**src/rtl/lfsr_stream_decryptor.sv**
```systemverilog
// Receive-side stream decryptor: framed ciphertext bytes are XORed with an 8-bit LFSR keystream
// that reseeds on start-of-frame and advances only on bytes that are loaded into the output register.
module lfsr_stream_decryptor #(
  parameter logic [7:0] DEFAULT_SEED = 8'hAA,
  parameter int         MAX_LEN      = 64,
  parameter int         LEN_W        = 8
) (
  input  logic             clk,
  input  logic             reset,
  input  logic [7:0]       key_seed,
  input  logic             s_valid,
  output logic             s_ready,
  input  logic [7:0]       s_data,
  input  logic             s_sof,
  input  logic             s_eof,
  output logic             m_valid,
  input  logic             m_ready,
  output logic [7:0]       m_data,
  output logic             m_sof,
  output logic             m_eof,
  output logic             frame_done,
  output logic [LEN_W-1:0] frame_len,
  output logic             err_nosof,
  output logic             err_resync,
  output logic             err_overlen,
  output logic             state_dbg
);

  // Handshake: a byte moves on either side only when valid and ready are both high in the
  // same cycle; s_ready depends only on the output register state and m_ready.

  typedef enum logic {IDLE = 1'b0, FRAME = 1'b1} state_t;

  localparam logic [LEN_W-1:0] MAX_LEN_V = LEN_W'(MAX_LEN);

  state_t           state;
  logic [7:0]       lfsr;
  logic [LEN_W-1:0] len;

  logic             accept;
  logic             load;
  logic [7:0]       seed;
  logic [7:0]       key;
  logic [LEN_W-1:0] new_len;
  logic             hit_max;

  function automatic logic [7:0] lfsr_step(input logic [7:0] q);
    return {q[6:0], q[7] ^ q[5] ^ q[4] ^ q[3]};
  endfunction

  assign s_ready   = !m_valid || m_ready;
  assign state_dbg = (state == FRAME);

  always_comb begin
    accept  = s_valid && s_ready;
    // A zero seed would lock the LFSR at zero forever.
    seed    = (key_seed == 8'h00) ? DEFAULT_SEED : key_seed;
    key     = s_sof ? seed : lfsr;
    new_len = s_sof ? LEN_W'(1) : len + LEN_W'(1);
    hit_max = (new_len == MAX_LEN_V);
    load    = accept && (s_sof || state == FRAME);
  end

  always_ff @(posedge clk) begin
    if (reset) begin
      state       <= IDLE;
      lfsr        <= DEFAULT_SEED;
      len         <= '0;
      m_valid     <= 1'b0;
      m_data      <= 8'h00;
      m_sof       <= 1'b0;
      m_eof       <= 1'b0;
      frame_done  <= 1'b0;
      frame_len   <= '0;
      err_nosof   <= 1'b0;
      err_resync  <= 1'b0;
      err_overlen <= 1'b0;
    end else begin
      frame_done  <= 1'b0;
      err_nosof   <= 1'b0;
      err_resync  <= 1'b0;
      err_overlen <= 1'b0;
      if (m_valid && m_ready) m_valid <= 1'b0;
      if (load) begin
        m_valid    <= 1'b1;
        m_data     <= s_data ^ key;
        m_sof      <= s_sof;
        lfsr       <= lfsr_step(key);
        len        <= new_len;
        err_resync <= s_sof && (state == FRAME);
        if (s_eof || hit_max) begin
          // Overlength closes the frame as if eof had arrived on this byte.
          m_eof       <= 1'b1;
          frame_done  <= 1'b1;
          frame_len   <= new_len;
          err_overlen <= !s_eof;
          state       <= IDLE;
        end else begin
          m_eof <= 1'b0;
          state <= FRAME;
        end
      end else if (accept) begin
        err_nosof <= 1'b1;
      end
    end
  end

endmodule

```
**config.mk**
```make
export PLATFORM = sky130hd
export DESIGN_NAME = lfsr_stream_decryptor
export DESIGN_NICKNAME = d
export VERILOG_FILES = /design/src/rtl/lfsr_stream_decryptor.sv
export SDC_FILE = /design/constraint.sdc
export NUM_CORES = 1
export LEC_CHECK = 0
export CORE_AREA = 5 5 73 68
export CTS_CLUSTER_DIAMETER = 50
export DETAILED_ROUTE_END_ITERATION = 10
export DIE_AREA = 0 0 78 73
export GPL_TIMING_DRIVEN = 0
export PLACE_DENSITY = 0.79
export SLEW_MARGIN = 20
export SYNTH_ARGS = -nofsm -noshare
export SYNTH_HDL_FRONTEND = slang
export SYNTH_SLANG_ARGS = --single-unit
```
**constraint.sdc**
```tcl
create_clock -name clk -period 2.45 [get_ports clk]
set_input_delay 0.6125 -clock clk [delete_from_list [all_inputs] [get_ports clk]]
set_output_delay 0.6125 -clock clk [all_outputs]
set_load 0.1 [all_outputs]
```
Yosys cells after proc, flatten, opt, wreduce, memory -nomap -nowiden
Index checks and enable logic that the tools add are counted.

Memory bits (writable): 0. Memories: 0. Memory bits (read-only): 0. Input bits: 22. Bits in latches: 0. Output and inout bits: 25. Word-level logic and storage cells: 43. Register bits after elaboration: 40.

Div/mod/pow operators: 0. $mul: 0. $add $sub $neg: 1. Shifts and indexed selects: 0. Eq/ne operators: 1. Reduce and logical (&&, ||, !) cells: 15. Multiplexer cells: 8. Bitwise logic cells: 6. Order comparisons: 0.

Operators by type and width (count): $mux 8 (3); $add 8x1->8 const B (1); $eq 8x7->1 const B (1); $logic_not 8->1 (1); $xor 8x8->8 (1); $mux 1 (5); $logic_and 1x1->1 (4); $reduce_or 2->1 (2); $logic_or 1x1->1 (3); $reduce_or 3->1 (1); $xor 1x1->1 (3); $logic_not 1->1 (2); $not 1->1 (2); $reduce_and 2->1 (1); $reduce_bool 2->1 (1).

Logic depth before layout (Yosys ltp)
Gate-level depths: netlist of run 1.

Word-level depth: 6. Depth in mapped cells: 9. Gate-level depth less buffers: 7.

Worst setup path before layout of run 1
OpenSTA, ideal clock, no wires.

Kind: reg-to-reg. Start: register m_valid. End: register m_data[2]. Setup slack: -277 ps. Clock period less this slack: 2727 ps. Buffers on the path: 2. Library setup time: 70 ps. Data required time: 2380 ps. Cell stages (with the launch flop): 8. Arrival time: 2656 ps. Cell sequence: dfxtp_1 -> and2b_1 -> inv_1 -> nand2b_1 -> clkbuf_1 -> buf_2 -> nand2_1 -> a21oi_1.

Longest elaborated chain between the ends: 4.

RTL lines: start, declared (line 16) `output logic m_valid,`; start signal, assigned (line 69) `m_valid <= 1'b0;`; start signal, assigned (line 83) `if (m_valid && m_ready) m_valid <= 1'b0;`; start signal, assigned (line 85) `m_valid <= 1'b1;`; $logic_not 1->1 (line 51) `assign s_ready = !m_valid || m_ready;`; $logic_or 1x1->1 (line 51); named net s_ready (line 12) `output logic s_ready,`; $logic_and 1x1->1 (line 55) `accept = s_valid && s_ready;`; $logic_and 1x1->1 (line 61) `load = accept && (s_sof || state == FRAME);`; end signal, assigned (line 86) `m_data <= s_data ^ key;`; end, declared (line 18) `output logic [7:0] m_data,`.

The timed path passes the listed nets, and every way through them passes these cells. A chain may end at the register's enable or synchronous reset.

Worst setup path after layout of run 1
Start: register m_data[4]. End: output m_data[4].

No word-level cell between the ends.

==> out/qor.csv, run 1 <==
metric;value;unit
status;complete, no violations;
worst-case reg-to-reg path depth;9;
Avg WL per Cell;14.7;µm
slowest cell delay on critical path;1150;ps
fin util;61.0;%
# Max-Cap Violations;0;
critical path buffer and inverter count;1;
Mapped Nets;254;
I/O Buffers;45;
die area;0.00569;mm²
PwrDens;613;mW/mm²
ys async rst share;0;%
Primary FF master, synth;dfxtp_1;
mean post-synth cell area;8.45;µm²
clock transition at the registers of the reported paths;70;ps
clk_skew;5.98;ps
xor/xnor cell area share of the yosys netlist;8.08;%
Root Buffer;clkbuf_8;
DR top layer;met4;
Num CTS Buffers;5;
first-pass GRT wire length;8.08;mm
Ys Warns;0;
Die Ht;73;µm
RR Endpoint;frame_len[6]$_SDFFE_PP0P_;
dpl ws;-741;ps
Synth Instances;231;
CTS Buffer Depth;2;
clock insertion delay at the later pin of the skew report;290;ps
DPL Wire Length;3.67;mm
Area growth syn-to-layout;32.2;%
slowest stage cell on the critical path;clkdlybuf4s50_1;
Post-Syn Area;0.00195;mm²
die outline width;78;µm
Worst Path Arrival;1780;ps
Max VDD drop;368;µV
top cells by area, synth;dfxtp_1, a21oi_1, xnor2_1;
GRT Resource Usage Total;18.1;%
met2 wire len;2.49;mm
initial DRC count;157;
vias in the first global route;1708;
final hold slack;456;ps
FF-to-FF setup slack;210;ps
top-count cell post-synth;dfxtp_1;
P_leak;0.903;nW
Hold Path Stages;2;
Slew HR;33.8;%
Worst Tran Pin Value;991;ps
Layout Cells excl Fill;334;
CP Launch Type;flip-flop;
cell area after layout;0.00258;mm²
Setup crit end kind;output port;
Final period util;97.6;%
post-route ant nets;0;
RD Place Congestion;0.869;
largest family of logic cells by synthesized area;simple AND/OR/NAND/NOR gates;
cts hold-fix bufs;0;
Synth area leader;dfxtp_1;
core area;0.00423;mm²
Distinct cells, synth;46;
r2r startpoint;len[0]$_SDFFE_PP0P_;
Setup TNS Final;0;ps
total power;1.58;mW
DR DRC count;0;
worst path cell trace;clkdlybuf4s50_1;
Initial Util;46.1;%
share of cells above drive strength 1;10.2;%
routed wl met3;317;µm
total vias in the final route;1856;
crit path kind;reg2out;
Final #Nets;306;
clock sinks;40;
count of final setup violators;0;
Slew Limit Fails;0;
initial antenna violation count;0;
adder-cell share of the synthesized area;0.641;%
largest net degree at the start of global routing;13;
Max FO, Critical Path;2;
number of flops mapped to enable cells by yosys;0;
Hold Fails Final Rpt;0;
htree depth;2;
worst setup margin;58.8;ps
Core Rows;23;
postcts setup bufs;0;
M1 WL;2.04;mm
worst hold path type;reg2reg;
I/O Pins;47;
Via density;5.56;
Max Freq;418;MHz
compound-cell area share of the yosys netlist;20.7;%
delay-heaviest family, CP;buffers and inverters;
sequential cell area fraction in the yosys report;41.0;%
post-synthesis mux area share;2.05;%
flop and latch count out of synthesis;40;
RSZ-0062 raised after global routing;no;
min cycle time layout;2390;ps
list of most frequent post-synthesis cells;dfxtp_1, nor2_1, a21oi_1, nand2_1, o21ai_0;
Antenna diodes;0;
Hold Crit Endpoint;m_data[0]$_SDFFE_PP0P_;
TritonCTS clock tree;yes;
Data required, critical path;1840;ps
DRT Pass-1 Iters;4;
simple-gate share of the synthesized area;23.3;%
GRT overflow;0;
Post-DP Area;0.00247;mm²
dpl cells;326;
hold path start;m_data[0]$_SDFFE_PP0P_;
Yosys top cell area share;41.0;%
wirelength, routed;4.92;mm
[registers in the layout, summed over array words and instances, names as in the netlist]
name,count
frame_len,8
err_resync,1
m_data,8
m_valid,1
m_sof,1
lfsr,8
m_eof,1
frame_done,1
err_nosof,1
len,8
err_overlen,1
state_dbg,1
[kinds of logic (layout without fill, tap and decap cells)]
kind of cell,Yosys count,count (layout)
multiplexers,4,4
buffers and inverters,18,71
adder cells (fa/ha/maj),1,1
AO/OA/AOI/OAI,65,65
AND/OR/NAND/NOR,85,85
flip-flops,40,40
XOR/XNOR,18,18
[cells in the final DEF (no fill, tap or decap), types with 3 or more instances in the layout]
cell type | synthesis | layout
xnor2_1 | 12 | 12
a211o_1 | 4 | 4
nor2_1 | 27 | 27
a211oi_1 | 7 | 7
nor3_1 | 4 | 4
nand2b_1 | 4 | 4
nand3b_1 | 3 | 3
inv_1 | 3 | 3
nand2_1 | 23 | 23
nand3_1 | 3 | 3
mux2i_1 | 4 | 4
clkbuf_8 | 0 | 5
o21ai_2 | 2 | 3
xor2_1 | 6 | 6
a21oi_1 | 26 | 26
dfxtp_1 | 40 | 37
buf_2 | 3 | 4
clkdlybuf4s50_1 | 0 | 42
o21ai_0 | 13 | 13
dfxtp_2 | 0 | 3
or4_1 | 5 | 5
clkbuf_1 | 7 | 7
[how the worst max path moves through the flow]
stage,start,cells after the start,to,slack [ps]
global placement,m_ready,4,s_ready,-730
global route,s_sof,7,frame_len[5]$_SDFFE_PP0P_,4
finish,m_data[4]$_SDFFE_PP0P_,1,m_data[4],60
floorplan,state_dbg$_SDFFE_PP0P_,6,frame_len[6]$_SDFFE_PP0P_,40
detailed placement,m_ready,4,s_ready,-740
CTS,m_data[3]$_SDFFE_PP0P_,1,m_data[3],40
[cell type report]
class	instances	area, µm²
inverters	3	11.3
repair buffers	45	449
plain buffers	15	73.8
clock inverters	2	35.0
clock buffers	6	72.6
multi-input cells	173	1070
flip-flops and latches	40	805
fillers	406	1650
well taps	50	62.6
[layer usage]
| layer | vias up | global-route usage (%) |
|---|---|---|
| met2 | 55 | 31.0 |
| met4 | 0 | 6.75 |
| met5 | - | 0 |
| met1 | 865 | 21.4 |
| met3 | 9 | 5.19 |
| li1 | 927 | - |
[report_power, final]
| part | leakage (nW) | switching, mW | internal (mW) | total [mW] |
|---|---|---|---|---|
| combinational | 0.520 | 0.238 | 0.118 | 0.356 |
| sequential | 0.328 | 0.0197 | 0.679 | 0.699 |
| clock | 0.0552 | 0.225 | 0.302 | 0.527 |
| total | 0.903 | 0.483 | 1.10 | 1.58 |
[timing repair]
item                                    4_1_cts  5_1_grt
endpoints found under the setup margin       11        7
resized for setup                             9        5
pin swaps                                     0        0
[tightest hold or removal path, cell delays in order (launching register included)]
cell and delay (ps):
dfxtp_1 310, nand2_1 50, a21oi_1 50
Power figures use the tool's default switching activity.
==> run 2, diff against run 1 <==
Clock period 2.45 ns to 2.69 ns, I/O delays scaled along.
==> run 2 against run 1 <==
  * Sequential share of layout area about the same
  * Wire length up 0.59%
  * Hold slack gained 1.2 ps
  * Setup slack improved by 35 ps
  * Combinational power fell by 9.0%
  * Power fell by 9.0%
  * Highest routed layer unchanged
==> out/qor.csv, run 2 (synthesized netlist as in run 1, its figures left out) <==
metric;value;unit;change
status;complete, no violations;;unchanged
vias in the first global route;1701;;was 1,708
CTS Buffer Depth;2;;unchanged
Data required, critical path;2020;ps;was 1840 ps
Die Ht;73;µm;unchanged
crit path kind;in2out;;was reg2out
cell area after layout;0.00257;mm²;was 0.00258 mm²
Worst Tran Pin Value;991;ps;about the same
P_leak;0.877;nW;was 0.903 nW
# Max-Cap Violations;0;;unchanged
DR DRC count;0;;unchanged
Post-DP Area;0.00247;mm²;unchanged
die area;0.00569;mm²;unchanged
wirelength, routed;4.94;mm;was 4.92 mm
FF-to-FF setup slack;370;ps;was 210 ps
postcts setup bufs;0;;unchanged
slowest cell delay on critical path;440;ps;was 1150 ps
Via density;5.52;;was 5.56
share of cells above drive strength 1;8.80;%;was 10.2%
first-pass GRT wire length;8.05;mm;was 8.08 mm
clock transition at the registers of the reported paths;70;ps;about the same
clk_skew;6.12;ps;was 5.98 ps
CP Launch Type;input pin;;was flip-flop
htree depth;2;;unchanged
Final #Nets;306;;unchanged
initial DRC count;141;;was 157
Max VDD drop;338;µV;was 368 µV
PwrDens;561;mW/mm²;was 613 mW/mm²
Avg WL per Cell;14.8;µm;was 14.7 µm
slowest stage cell on the critical path;clkdlybuf4s50_1;;unchanged
DRT Pass-1 Iters;5;;was 4
Antenna diodes;0;;unchanged
critical path buffer and inverter count;3;;was 1
Hold Fails Final Rpt;0;;unchanged
clock sinks;40;;unchanged
core area;0.00423;mm²;unchanged
Slew HR;33.7;%;was 33.8%
Area growth syn-to-layout;31.7;%;was 32.2%
die outline width;78;µm;unchanged
dpl cells;326;;unchanged
I/O Pins;47;;unchanged
total vias in the final route;1845;;was 1,856
Num CTS Buffers;5;;unchanged
delay-heaviest family, CP;buffers and inverters;;unchanged
worst path cell trace;clkdlybuf4s50_1 > and2b_1 > inv_1 > buf_2;;was clkdlybuf4s50_1
largest net degree at the start of global routing;13;;unchanged
Max Freq;385;MHz;
final hold slack;457;ps;was 456 ps
RSZ-0062 raised after global routing;no;;unchanged
initial antenna violation count;0;;unchanged
DPL Wire Length;3.67;mm;unchanged
Max FO, Critical Path;3;;was 2
GRT overflow;0;;unchanged
Slew Limit Fails;0;;unchanged
TritonCTS clock tree;yes;;unchanged
Root Buffer;clkbuf_8;;unchanged
Setup crit end kind;output port;;unchanged
post-route ant nets;0;;unchanged
GRT Resource Usage Total;18.0;%;was 18.1%
Layout Cells excl Fill;334;;unchanged
Worst Path Arrival;1920;ps;was 1780 ps
Core Rows;23;;unchanged
commonest non-fill, non-tap cell in the layout;clkdlybuf4s50_1;;unchanged
RD Place Congestion;0.869;;unchanged
min cycle time layout;2600;ps;
clock insertion delay at the later pin of the skew report;290;ps;about the same
worst hold path type;reg2reg;;unchanged
I/O Buffers;45;;unchanged
Final period util;96.5;%;
Initial Util;46.1;%;unchanged
count of final setup violators;0;;unchanged
most frequent cells in the layout;clkdlybuf4s50_1, dfxtp_1, nor2_1, a21oi_1, nand2_1;;unchanged
==> run 2: changes by cell type in the layout (fill, tap and decap cells not counted), sizes merged <==
cell / change
buf: -1
clkbuf: +1
clkdlybuf4s50: +2
dlygate4sd2: -1
dlymetal6s2s: -1
==> run 2: layout make-up <==
class,instances,area (µm²)
clock buffer,6,72.6
buffer,15,72.6
sequential,40,802
multi-input combinational,173,1070
tap,50,62.6
clock inverter,2,35.0
fill,405,1660
inverter,3,11.3
timing repair buffer,45,445
==> run 2: stage by stage <==
step                      worst slack (ps)  TNS [ps]  util (%)  total power, mW
after global routing                  26.8         0      60.8             1.50
after CTS                             92.1         0      60.7             1.45
final                                 93.8         0      60.8             1.44
after floorplan                        271         0         -            0.876
after global placement                -615     -1700      58.3            0.969
after detailed placement              -621     -2930      58.3            0.973
==> run 2: what timing repair did <==
item / CTS / global route
endpoints found under the setup margin: 1 / 5
pin swaps: 0 / 0
hold buffers: 0 / 0
resized for setup: 5 / 1
==> run 2: layer usage <==
layer / global-route usage, % / up-vias / wire (µm)
li1: - / 923 / -
met1: 21.5 / 862 / 2110
met2: 31.0 / 55 / 2510
met3: 4.94 / 5 / 282
met4: 6.38 / 0 / 35
met5: 0 / - / 0
==> run 2: final timing paths <==
kind | cells after the start | to | from
max | 4 | s_ready | m_ready
min | 2 | m_data[0]$_SDFFE_PP0P_ | m_data[0]$_SDFFE_PP0P_
max reg2reg | 9 | frame_len[3]$_SDFFE_PP0P_ | len[0]$_SDFFE_PP0P_
min reg2reg | 2 | m_data[0]$_SDFFE_PP0P_ | m_data[0]$_SDFFE_PP0P_
==> run 2: worst reg2reg max path: stages, from the launching register on <==
cell,delay [ps]
dfxtp_1,490
ha_1,200
buf_4,160
nand3_1,120
xnor2_1,160
nand2b_1,190
a31oi_1,150
clkbuf_1,220
or4_1,450
a21oi_1,130
==> run 2: power breakdown <==
| part | internal (mW) | switching [mW] | leakage [nW] | total (mW) |
|---|---|---|---|---|
| clock network | 0.275 | 0.205 | 0.0552 | 0.480 |
| registers | 0.618 | 0.0181 | 0.327 | 0.637 |
| logic | 0.107 | 0.217 | 0.495 | 0.324 |
